## config.mk

```make
export PLATFORM = sky130hd
export DESIGN_NAME = pipe_stage_skid
export DESIGN_NICKNAME = d
export VERILOG_FILES = /design/src/rtl/pipe_stage_skid.sv
export SDC_FILE = /design/constraint.sdc
export NUM_CORES = 1
export LEC_CHECK = 0
export ABC_AREA = 1
export CORE_AREA = 2 2 141 143
export DETAILED_ROUTE_END_ITERATION = 8
export DIE_AREA = 0 0 143 145
export PLACE_DENSITY = 0.7
export SYNTH_ARGS = -nofsm -noshare
export SYNTH_HDL_FRONTEND = slang
export SYNTH_SLANG_ARGS = --single-unit
export TNS_END_PERCENT = 100
```

## constraint.sdc

```tcl
create_clock -name clk_i -period 8.8 [get_ports clk_i]
set_input_delay 0.88 -clock clk_i [delete_from_list [all_inputs] [get_ports clk_i]]
set_output_delay 0.88 -clock clk_i [all_outputs]
set_load 0.005 [all_outputs]
```

## src/rtl/pipe_stage_skid.sv

```systemverilog
// Pipeline stage register carrying {pc, instr} with a valid/ready handshake and a 2-entry skid buffer.
// The main entry drives the outputs and the skid entry absorbs one extra word, so in_ready_o is a pure register output.
module pipe_stage_skid #(
   parameter int                 PC_W      = 32,
   parameter int                 INSTR_W   = 32,
   parameter logic [INSTR_W-1:0] NOP_INSTR = '0,
   parameter int                 CNT_W     = 16
) (
   input  logic               clk_i,
   input  logic               rst_n_i,
   input  logic               in_valid_i,
   output logic               in_ready_o,
   input  logic [PC_W-1:0]    pc_i,
   input  logic [INSTR_W-1:0] instr_i,
   output logic               out_valid_o,
   input  logic               out_ready_i,
   output logic [PC_W-1:0]    pc_o,
   output logic [INSTR_W-1:0] instr_o,
   input  logic               flush_i,
   input  logic               mem_stall_i,
   output logic [CNT_W-1:0]   stall_cnt_o,
   output logic [CNT_W-1:0]   flush_cnt_o
);

   typedef enum logic [1:0] {EMPTY, ONE, FULL} state_t;

   state_t               state_p0, state_nxt;
   logic [PC_W-1:0]      main_pc_p0, skid_pc_p1;
   logic [INSTR_W-1:0]   main_instr_p0, skid_instr_p1;
   logic [CNT_W-1:0]     stall_cnt_q, flush_cnt_q;
   logic                 vld_p0, vld_p1;
   logic                 accept, deliver;
   logic                 load_main_in, load_main_skid, load_skid_in;
   logic                 stall_hit, flush_hit;

   function automatic logic [CNT_W-1:0] sat_inc(input logic [CNT_W-1:0] v);
      return (&v) ? v : v + {{(CNT_W-1){1'b0}}, 1'b1};
   endfunction

   assign vld_p0  = (state_p0 != EMPTY);
   assign vld_p1  = (state_p0 == FULL);
   assign accept  = ~mem_stall_i & in_valid_i & in_ready_o;
   assign deliver = ~mem_stall_i & vld_p0 & out_ready_i;

   // flush counts only when it actually throws away a held or incoming word
   assign flush_hit = ~mem_stall_i & flush_i & (vld_p0 | accept);
   assign stall_hit = vld_p0 & ~out_ready_i & ~mem_stall_i & ~flush_i;

   always_comb begin
      state_nxt      = state_p0;
      load_main_in   = 1'b0;
      load_main_skid = 1'b0;
      load_skid_in   = 1'b0;
      if (!mem_stall_i) begin
         if (flush_i) begin
            state_nxt = EMPTY;
         end else begin
            case (state_p0)
               EMPTY: if (accept) begin
                  state_nxt    = ONE;
                  load_main_in = 1'b1;
               end
               ONE: if (accept && deliver) begin
                  load_main_in = 1'b1;
               end else if (accept) begin
                  state_nxt    = FULL;
                  load_skid_in = 1'b1;
               end else if (deliver) begin
                  state_nxt = EMPTY;
               end
               FULL: if (deliver) begin
                  state_nxt      = ONE;
                  load_main_skid = 1'b1;
               end
               default: state_nxt = EMPTY;
            endcase
         end
      end
   end

   // stage p0: control state and counters
   always_ff @(posedge clk_i or negedge rst_n_i) begin
      if (!rst_n_i) begin
         state_p0    <= EMPTY;
         stall_cnt_q <= '0;
         flush_cnt_q <= '0;
      end else begin
         state_p0 <= state_nxt;
         if (stall_hit) stall_cnt_q <= sat_inc(stall_cnt_q);
         if (flush_hit) flush_cnt_q <= sat_inc(flush_cnt_q);
      end
   end

   // stage p0/p1: data entries, qualified by the state valids so they need no reset
   always_ff @(posedge clk_i) begin
      if (load_main_in) begin
         main_pc_p0    <= pc_i;
         main_instr_p0 <= instr_i;
      end else if (load_main_skid) begin
         main_pc_p0    <= skid_pc_p1;
         main_instr_p0 <= skid_instr_p1;
      end
      if (load_skid_in) begin
         skid_pc_p1    <= pc_i;
         skid_instr_p1 <= instr_i;
      end
   end

   assign in_ready_o  = ~vld_p1;
   assign out_valid_o = vld_p0;
   assign pc_o        = vld_p0 ? main_pc_p0 : '0;
   assign instr_o     = vld_p0 ? main_instr_p0 : NOP_INSTR;
   assign stall_cnt_o = stall_cnt_q;
   assign flush_cnt_o = flush_cnt_q;

endmodule

```

-- After elaboration in Yosys (flattened, before gate mapping)
Index checks and enable logic that the tools add are counted.
- bits in writable memories: 0
- latch bits: 0
- memories kept: 0
- output and inout port bits: 98
- register bits after elaboration: 162
- memory bits (read-only): 0
- logic and storage cells: 66
- bits of input ports: 70
- add/subtract/negate cells: 2
- magnitude comparators: 0
- eq/ne operators: 6
- bitwise gates (word level): 16
- $mul: 0
- mux-type cells: 26
- reduce and logical (&&, ||, !) cells: 9
- div/mod/pow operators: 0
- shift-type cells: 0
- operators by type and width (operator ; number):
    $mux W32 ; 6
    $add A16 B1 Y16 const B ; 2
    $reduce_and A16 Y1 ; 2
    $mux W1 ; 12
    $mux W2 ; 6
    $and A1 B1 Y1 ; 9
    $ne A3 B3 Y1 const B ; 2
    $not A1 Y1 ; 6
    $pmux W2 S3 ; 1
    $reduce_and A5 Y1 ; 1
    $ne A4 B4 Y1 const B ; 1
    $reduce_and A2 Y1 ; 2
    $reduce_bool A2 Y1 ; 2
    $ne A3 B2 Y1 const B ; 1
    $eq A2 B1 Y1 const B ; 1
    $eq A2 B2 Y1 const B ; 1
    $logic_not A2 Y1 ; 1
    $pmux W1 S2 ; 1
    $logic_and A1 B1 Y1 ; 1
    $or A1 B1 Y1 ; 1

-- Logic depth before layout (Yosys ltp)
Gate-level depths: netlist of run 1.
- depth after elaboration: 9
- mapped depth: 10
- mapped depth without buffers: 9

-- Least setup slack after synthesis of run 1
No wires, ideal clock.
- path type: input -> register
- start point: in out_ready_i
- end point: reg main_instr_p0[0], enable pin
- library setup time: 494 ps
- arrival time: 3988 ps
- path slack: 4318 ps
- buffers on the path: 0
- stages: 4
- data required time: 8306 ps
- cells stage by stage: inv_1 nor2_4 nand2_2 o21ai_1
- cells in the longest elaborated chain, start to end: 7
- elaborated cells on any way between the ends: 11
- those cells by class: mux (8); bitwise (1); reduce/logical (2)
- RTL lines (item ; RTL line ; text):
    from (decl) ; 16 ; input logic out_ready_i,
    $and A1 B1 Y1 (*) ; 43 ; assign deliver = ~mem_stall_i & vld_p0 & out_ready_i;
    $logic_and A1 B1 Y1 ; 63 ; ONE: if (accept && deliver) begin
    $mux W1 ; 63 ;
    $pmux W1 S2 ; 58 ; case (state_p0)
    $mux W1 ; 55 ; if (flush_i) begin
    $mux W1 ; 54 ; if (!mem_stall_i) begin
    $reduce_bool A2 Y1 (no line) (*) ; n/a ;
    to (signal assigned) ; 98 ; main_instr_p0 <= instr_i;
    to (signal assigned) ; 101 ; main_instr_p0 <= skid_instr_p1;
    to (decl) ; 29 ; logic [INSTR_W-1:0] main_instr_p0, skid_instr_p1;
Every way passes the cells marked *; elsewhere a longest branch is shown, timed or not.
A chain may end at the register's enable or synchronous reset.

-- Worst setup path in the final report of run 1
- start point: in flush_i
- end point: reg main_pc_p0[11], enable pin
- cells in the longest elaborated chain, start to end: 3
- elaborated cells on any way between the ends: 5
- those cells by class: mux (4); reduce/logical (1)
- RTL lines (item ; RTL line ; text):
    from (decl) ; 19 ; input logic flush_i,
    $mux W1 ; 55 ;
    $mux W1 ; 54 ;
    $reduce_bool A2 Y1 (no line) (*) ; n/a ;
    to (signal assigned) ; 97 ; main_pc_p0 <= pc_i;
    to (signal assigned) ; 100 ; main_pc_p0 <= skid_pc_p1;
    to (decl) ; 28 ; logic [PC_W-1:0] main_pc_p0, skid_pc_p1;
Marks and branches as above.

==> metrics.txt, run 1 <==
status completed; crit path time final ~3300 ps; placement row count 51; hold endpoint main_pc_p0[18]$_DFFE_PP_; Area Overhead vs Synth 32.70%; Die ar. slightly above 20000 um2; total track usage 16.96%; crit share post-route roughly 38%; worst skew pair latency between 400 and 500 ps; post-route ant nets 0; most instantiated cells after synthesis nand2_1, edfxtp_1, nor2_1, inv_1, nand3_1; Crit Reg-Reg Startpoint state_p0[1]$_DFFE_PN0P_; Mean Syn Cell Area around 9.3 um2; PwrDens 238.5 nW/um2; first-pass GRT wire length 28120 um; register area share after synthesis 61.90%; clk sinks roughly 160; CTS Buf Count 17; Fin. Hold Viols 0; Hold Crit Start skid_pc_p1[18]$_DFFE_PP_; Worst Skew about 9 ps; Synth top area share between 50% and 60%; FF+latch count, synth between 150 and 200; clock-pin slew on the worst setup and hold paths roughly 60 ps; Worst EP required a little under 9000 ps; TritonRoute pass-1 iters 4; post-DR wirelength/cell 13.58 um; Die W roughly 140 um; grt ovf 0; synthesized net count 889; Slew Limit Headroom between 40% and 50%; ys flop type edfxtp_1; Initial Utilization about two fifths; Peak VDD IR ~0.20 mV; GPL Wtd Cong around 0.87; setup TNS 0 ps; vias in the first global route between 5k and 6k; dpl ws ~5000 ps; CP startpoint kind primary input; synth top area cells edfxtp_1, nand2_1, dfrtp_1, nand3_1, nor2_1; initial antenna violation count 0; Hold Crit Depth 2; asr flop ratio synth a little over a fifth; fin cells 1256; slew at the pin closest to its max-slew limit ~880 ps; Placement Cell Area ~9400 um2; Post-CTS Resized 0; most frequent cell after synthesis nand2_1; critical path type in -> reg; Worst Hold Class reg -> reg; Max Cap Violations 0; Synth cell types 25; Setup Fix Bufs, Post-CTS 0; antenna cell count 0; Bufs on Longest Clock Path 2; RSZ-0062 raised after global routing no; H-tree levels 4; Post-Place Cells 1224; Leakage 4.207 nW; post-layout net count 1050; vias per cell around 4.6; drt initial violations between 300 and 400; Slew Viols, Final 0; PnR worst setup slack about 5500 ps; Die Y between 100 and 150 um; EDFF count, synth 128; CTS root buf clkbuf_16; R2R setup slack between 5000 and 6000 ps; final wirelength about 17000 um; Cells after Synth 817; HPWL after DPL 10800 um; CP arrival approximately 3300 ps; share of cells above drive strength 1 6.862%; I/O pin count 168; CTS tree done; CP Capture Type flop; RR Endpoint main_pc_p0[11]$_DFFE_PP_; R2R depth 8; post-synth top area cell edfxtp_1; core footprint about 19000 um2; Setup violations, final 0; Synth Warn # 0; largest net degree at the start of global routing between 60 and 70; DR vias between 5k and 6k; DRC 0; Mapped Area ~7600 um2; hold-fix buffers at CTS 0; Max FO, Critical Path 65; FMAX between 300 and 400 MHz; IO buf count between 150 and 200; Pwr Total roughly 2.4 mW; Final Cell Area between 10000 and 15000 um2
[routing by layer]
layer | up-vias | global-route usage (%) | share of wire, %
li1 | 2934 | - | -
met1 | 2673 | 23.37 | 46
met2 | 162 | 27.22 | 47
met3 | 10 | 3.828 | 6.3
met4 | 0 | 4.158 | 0.75
met5 | - | 0 | 0
[stage by stage]
stage	hold WS [ps]	util, %
after floorplan	487.4	-
final	510.4	52.39
after CTS	511.5	52.39
after global placement	489.5	49.18
after detailed placement	495.5	49.18
after global routing	522.5	52.39
[critical path, stage by stage]
cell and delay (ps):
clkdlybuf4s50_1 530, inv_1 120, nand2_1 90, nor3_4 130, buf_4 630, nand2_2 160, o21ai_4 90, buf_4 680
[layout make-up]
cell class	instances	area (um2)
inverters	102	382.9
multi-input cells	520	2305
fillers	1768	9144
flip-flops and latches	162	4695
clock buffers	17	425.4
repair buffers	175	1732
well taps	265	331.6
clock inverters	15	192.7
[registers in the layout (all words and copies together) (netlist names)]
name and cells:
main_instr_p0 32, main_pc_p0 32, skid_instr_p1 32, skid_pc_p1 32
flush_cnt_o 16, stall_cnt_o 16, state_p0 2
[power breakdown]
group	switching [mW]	internal, mW	total, mW
logic	0.326	0.319	0.645
clock network	0.317	0.455	0.772
registers	0.0697	0.912	0.982
total	0.713	1.69	2.40
[cells in the final DEF (no fill, tap or decap), drive strengths merged]
cell | Yosys | layout
xor2 | 10 | 10
o21ai | 20 | 20
xnor2 | 2 | 2
buf | 32 | 8
bufinv | 0 | 3
nand2 | 277 | 277
clkinv | 1 | 4
clkinvlp | 0 | 2
nand3 | 91 | 91
edfxtp | 128 | 128
clkbuf | 1 | 17
inv | 101 | 108
dfrtp | 34 | 34
ha | 2 | 2
nand4 | 8 | 8
clkdlybuf4s50 | 0 | 167
nor3 | 2 | 2
nor2 | 108 | 108
[cells by family after synthesis]
family / synth area share [%]
adders and majority gates: 0.3299
xor gates and xnor gates: 1.386
buffers and inverters: 8.167
DFF: 61.90
AOI/OAI and AO/OA: 1.567
and+or+nand+nor: 26.65
[worst max path at each step]
| stage | from | slack, ps | depth (start not counted) | to |
|---|---|---|---|---|
| detailed placement | flush_i | 5040 | 8 | main_instr_p0[23]$_DFFE_PP_ |
| global route | flush_i | 5270 | 8 | main_instr_p0[21]$_DFFE_PP_ |
| finish | flush_i | 5500 | 8 | main_pc_p0[11]$_DFFE_PP_ |
| global placement | flush_i | 5100 | 8 | main_instr_p0[23]$_DFFE_PP_ |
| floorplan | out_ready_i | 4320 | 4 | main_instr_p0[0]$_DFFE_PP_ |
| CTS | flush_i | 5480 | 8 | main_instr_p0[17]$_DFFE_PP_ |
Power figures use the tool's default switching activity.
==> run 2: changes to the inputs <==
==> constraint.sdc (replaced) <==
create_clock -name clk_i -period 3.36 [get_ports clk_i]
set_input_delay 0.336 -clock clk_i [delete_from_list [all_inputs] [get_ports clk_i]]
set_output_delay 0.336 -clock clk_i [all_outputs]
set_load 0.005 [all_outputs]
==> metrics.txt, run 2 (synthesis results as in run 1) <==
DR vias 5749; GPL Wtd Cong about 0.85; post-route ant nets 0; Bufs on Longest Clock Path 2; R2R depth 5; I/O pin count approximately 170; DRC 0; crit share post-route roughly four fifths; fin cells 1257; Slew Viols, Final 0; Initial Utilization 39.48%; CP startpoint kind flop; antenna cell count 0; highest routed layer met4; met2 wire len 8310 um; Setup violations, final 0; clock-pin slew on the worst setup and hold paths around 60 ps; H-tree levels 4; post-DR wirelength/cell approximately 14 um; drt initial violations about 400; largest net degree at the start of global routing 66; HPWL after DPL approximately 11000 um; CP Capture Type output port; Fillers between 1.5k and 2k; CTS root buf clkbuf_16; total track usage between 10% and 20%; worst skew pair latency 430 ps; placement row count 51; Max Cap Violations 0; Worst EP required around 3000 ps; clk sinks 162; critical path cell sequence nor2_4, buf_4, nor2_1, clkdlybuf4s50_1; routed wl met3 roughly 1100 um; Die ar. 20740 um2; largest stage delay on the critical path about 560 ps; crit path time final ~2700 ps; CP arrival approximately 2400 ps; critical path type reg -> out; hold-fix buffers at CTS 0; PwrDens approximately 620 nW/um2; post-layout net count roughly 1.1k; Die W between 100 and 150 um; status completed; grt ovf 0; Area Overhead vs Synth 32.67%; share of cells above drive strength 1 7.056%; Die Y about 150 um; final wirelength between 15000 and 20000 um; met1 wire length around 7500 um; Setup Fix Bufs, Post-CTS 0; slowest CP cell buf_4; RR Endpoint main_instr_p0[9]$_DFFE_PP_; Worst Skew approximately 15 ps; CTS Buf Count 17; RSZ-0062 raised after global routing no; Post-Place Cells ~1.2k; CTS tree done; slew at the pin closest to its max-slew limit between 800 and 900 ps; FMAX around 370 MHz; first-pass GRT wire length roughly 27000 um; commonest non-fill, non-tap cell in the layout nand2_1; Multi-input gate area around 2300 um2; setup TNS 0 ps; vias in the first global route approximately 5.6k; Max FO, Critical Path between 60 and 70; Pwr Total between 6 and 7 mW; most frequent cells in the layout nand2_1, clkdlybuf4s50_1, edfxtp_1, nor2_1, inv_1; Fin. Hold Viols 0; initial antenna violation count 0; register area 4695 um2; Post-CTS Resized 0; Worst Hold Class in -> async; Slew Limit Headroom between 40% and 50%; Crit Reg-Reg Startpoint state_p0[1]$_DFFE_PN0P_; core footprint around 19000 um2; Peak VDD IR ~0.34 mV; R2R setup slack 1080 ps; vias per cell around 4.6; TritonRoute pass-1 iters 4; IO buf count around 170; Leakage roughly 4.2 nW
-- run 2: changes by cell type in the layout (fill, tap and decap cells not counted) --
cell | previous run | this run
buf_4 | 8 | 7
buf_12 | 0 | 2
clkinvlp_4 | 2 | 3
inv_6 | 5 | 3
inv_8 | 2 | 1
clkinv_1 | 2 | 1
clkinv_2 | 0 | 4
bufinv_16 | 3 | 2
-- run 2: worst max-delay path by stage --
stage / from / end / depth (start not counted)
6_report: state_p0[1]$_DFFE_PN0P_ / instr_o[31] / 4
5_1_grt: state_p0[1]$_DFFE_PN0P_ / instr_o[31] / 4
4_1_cts: state_p0[1]$_DFFE_PN0P_ / instr_o[31] / 4
3_5_place_dp: flush_i / main_instr_p0[16]$_DFFE_PP_ / 5
3_3_place_gp: flush_i / main_instr_p0[16]$_DFFE_PP_ / 5
2_1_floorplan: state_p0[1]$_DFFE_PN0P_ / skid_instr_p1[0]$_DFFE_PP_ / 4
-- run 2: cell type report --
| cell class | count | share of cell area [%] |
|---|---|---|
| clock buffer | 17 | 4.228 |
| clock inverter | 15 | 1.567 |
| inverter | 102 | 3.805 |
| multi-input combinational | 520 | 22.91 |
| sequential | 162 | 46.66 |
| tap | 265 | 3.296 |
| timing repair buffer | 176 | 17.54 |
-- run 2: worst max-delay path, delay by kind of cell (launching register included) --
kind                   cells  cell delay [ps]
flip-flops                 1              510
buffers and inverters      2             1060
AND/OR/NAND/NOR            2              350
-- run 2: per-layer routing --
| layer | vias up | track usage (%) |
|---|---|---|
| li1 | 2929 | - |
| met1 | 2651 | 22.03 |
| met2 | 153 | 27.39 |
| met3 | 16 | 4.422 |
| met4 | 0 | 4.851 |
| met5 | - | 0 |
-- run 2: where the power goes --
part	internal [mW]	total (mW)	switching, mW	leakage [nW]
Sequential	2.39	2.57	0.178	1.62
Combinational	0.843	1.70	0.855	2.30
Clock	1.10	1.93	0.827	0.282
-- run 2: per-stage QoR --
step           hold WS [ps]  area (um2)  setup slack, ps  utilization [%]
3_5_place_dp          494.1        9478            716.9            49.35
3_3_place_gp          488.8        9478            749.7            49.35
6_report              327.2       10060            671.4            52.38
2_1_floorplan         40.41        7590            467.4                -
4_1_cts               332.9       10060            633.5            52.38
5_1_grt               377.6       10060            539.2            52.38
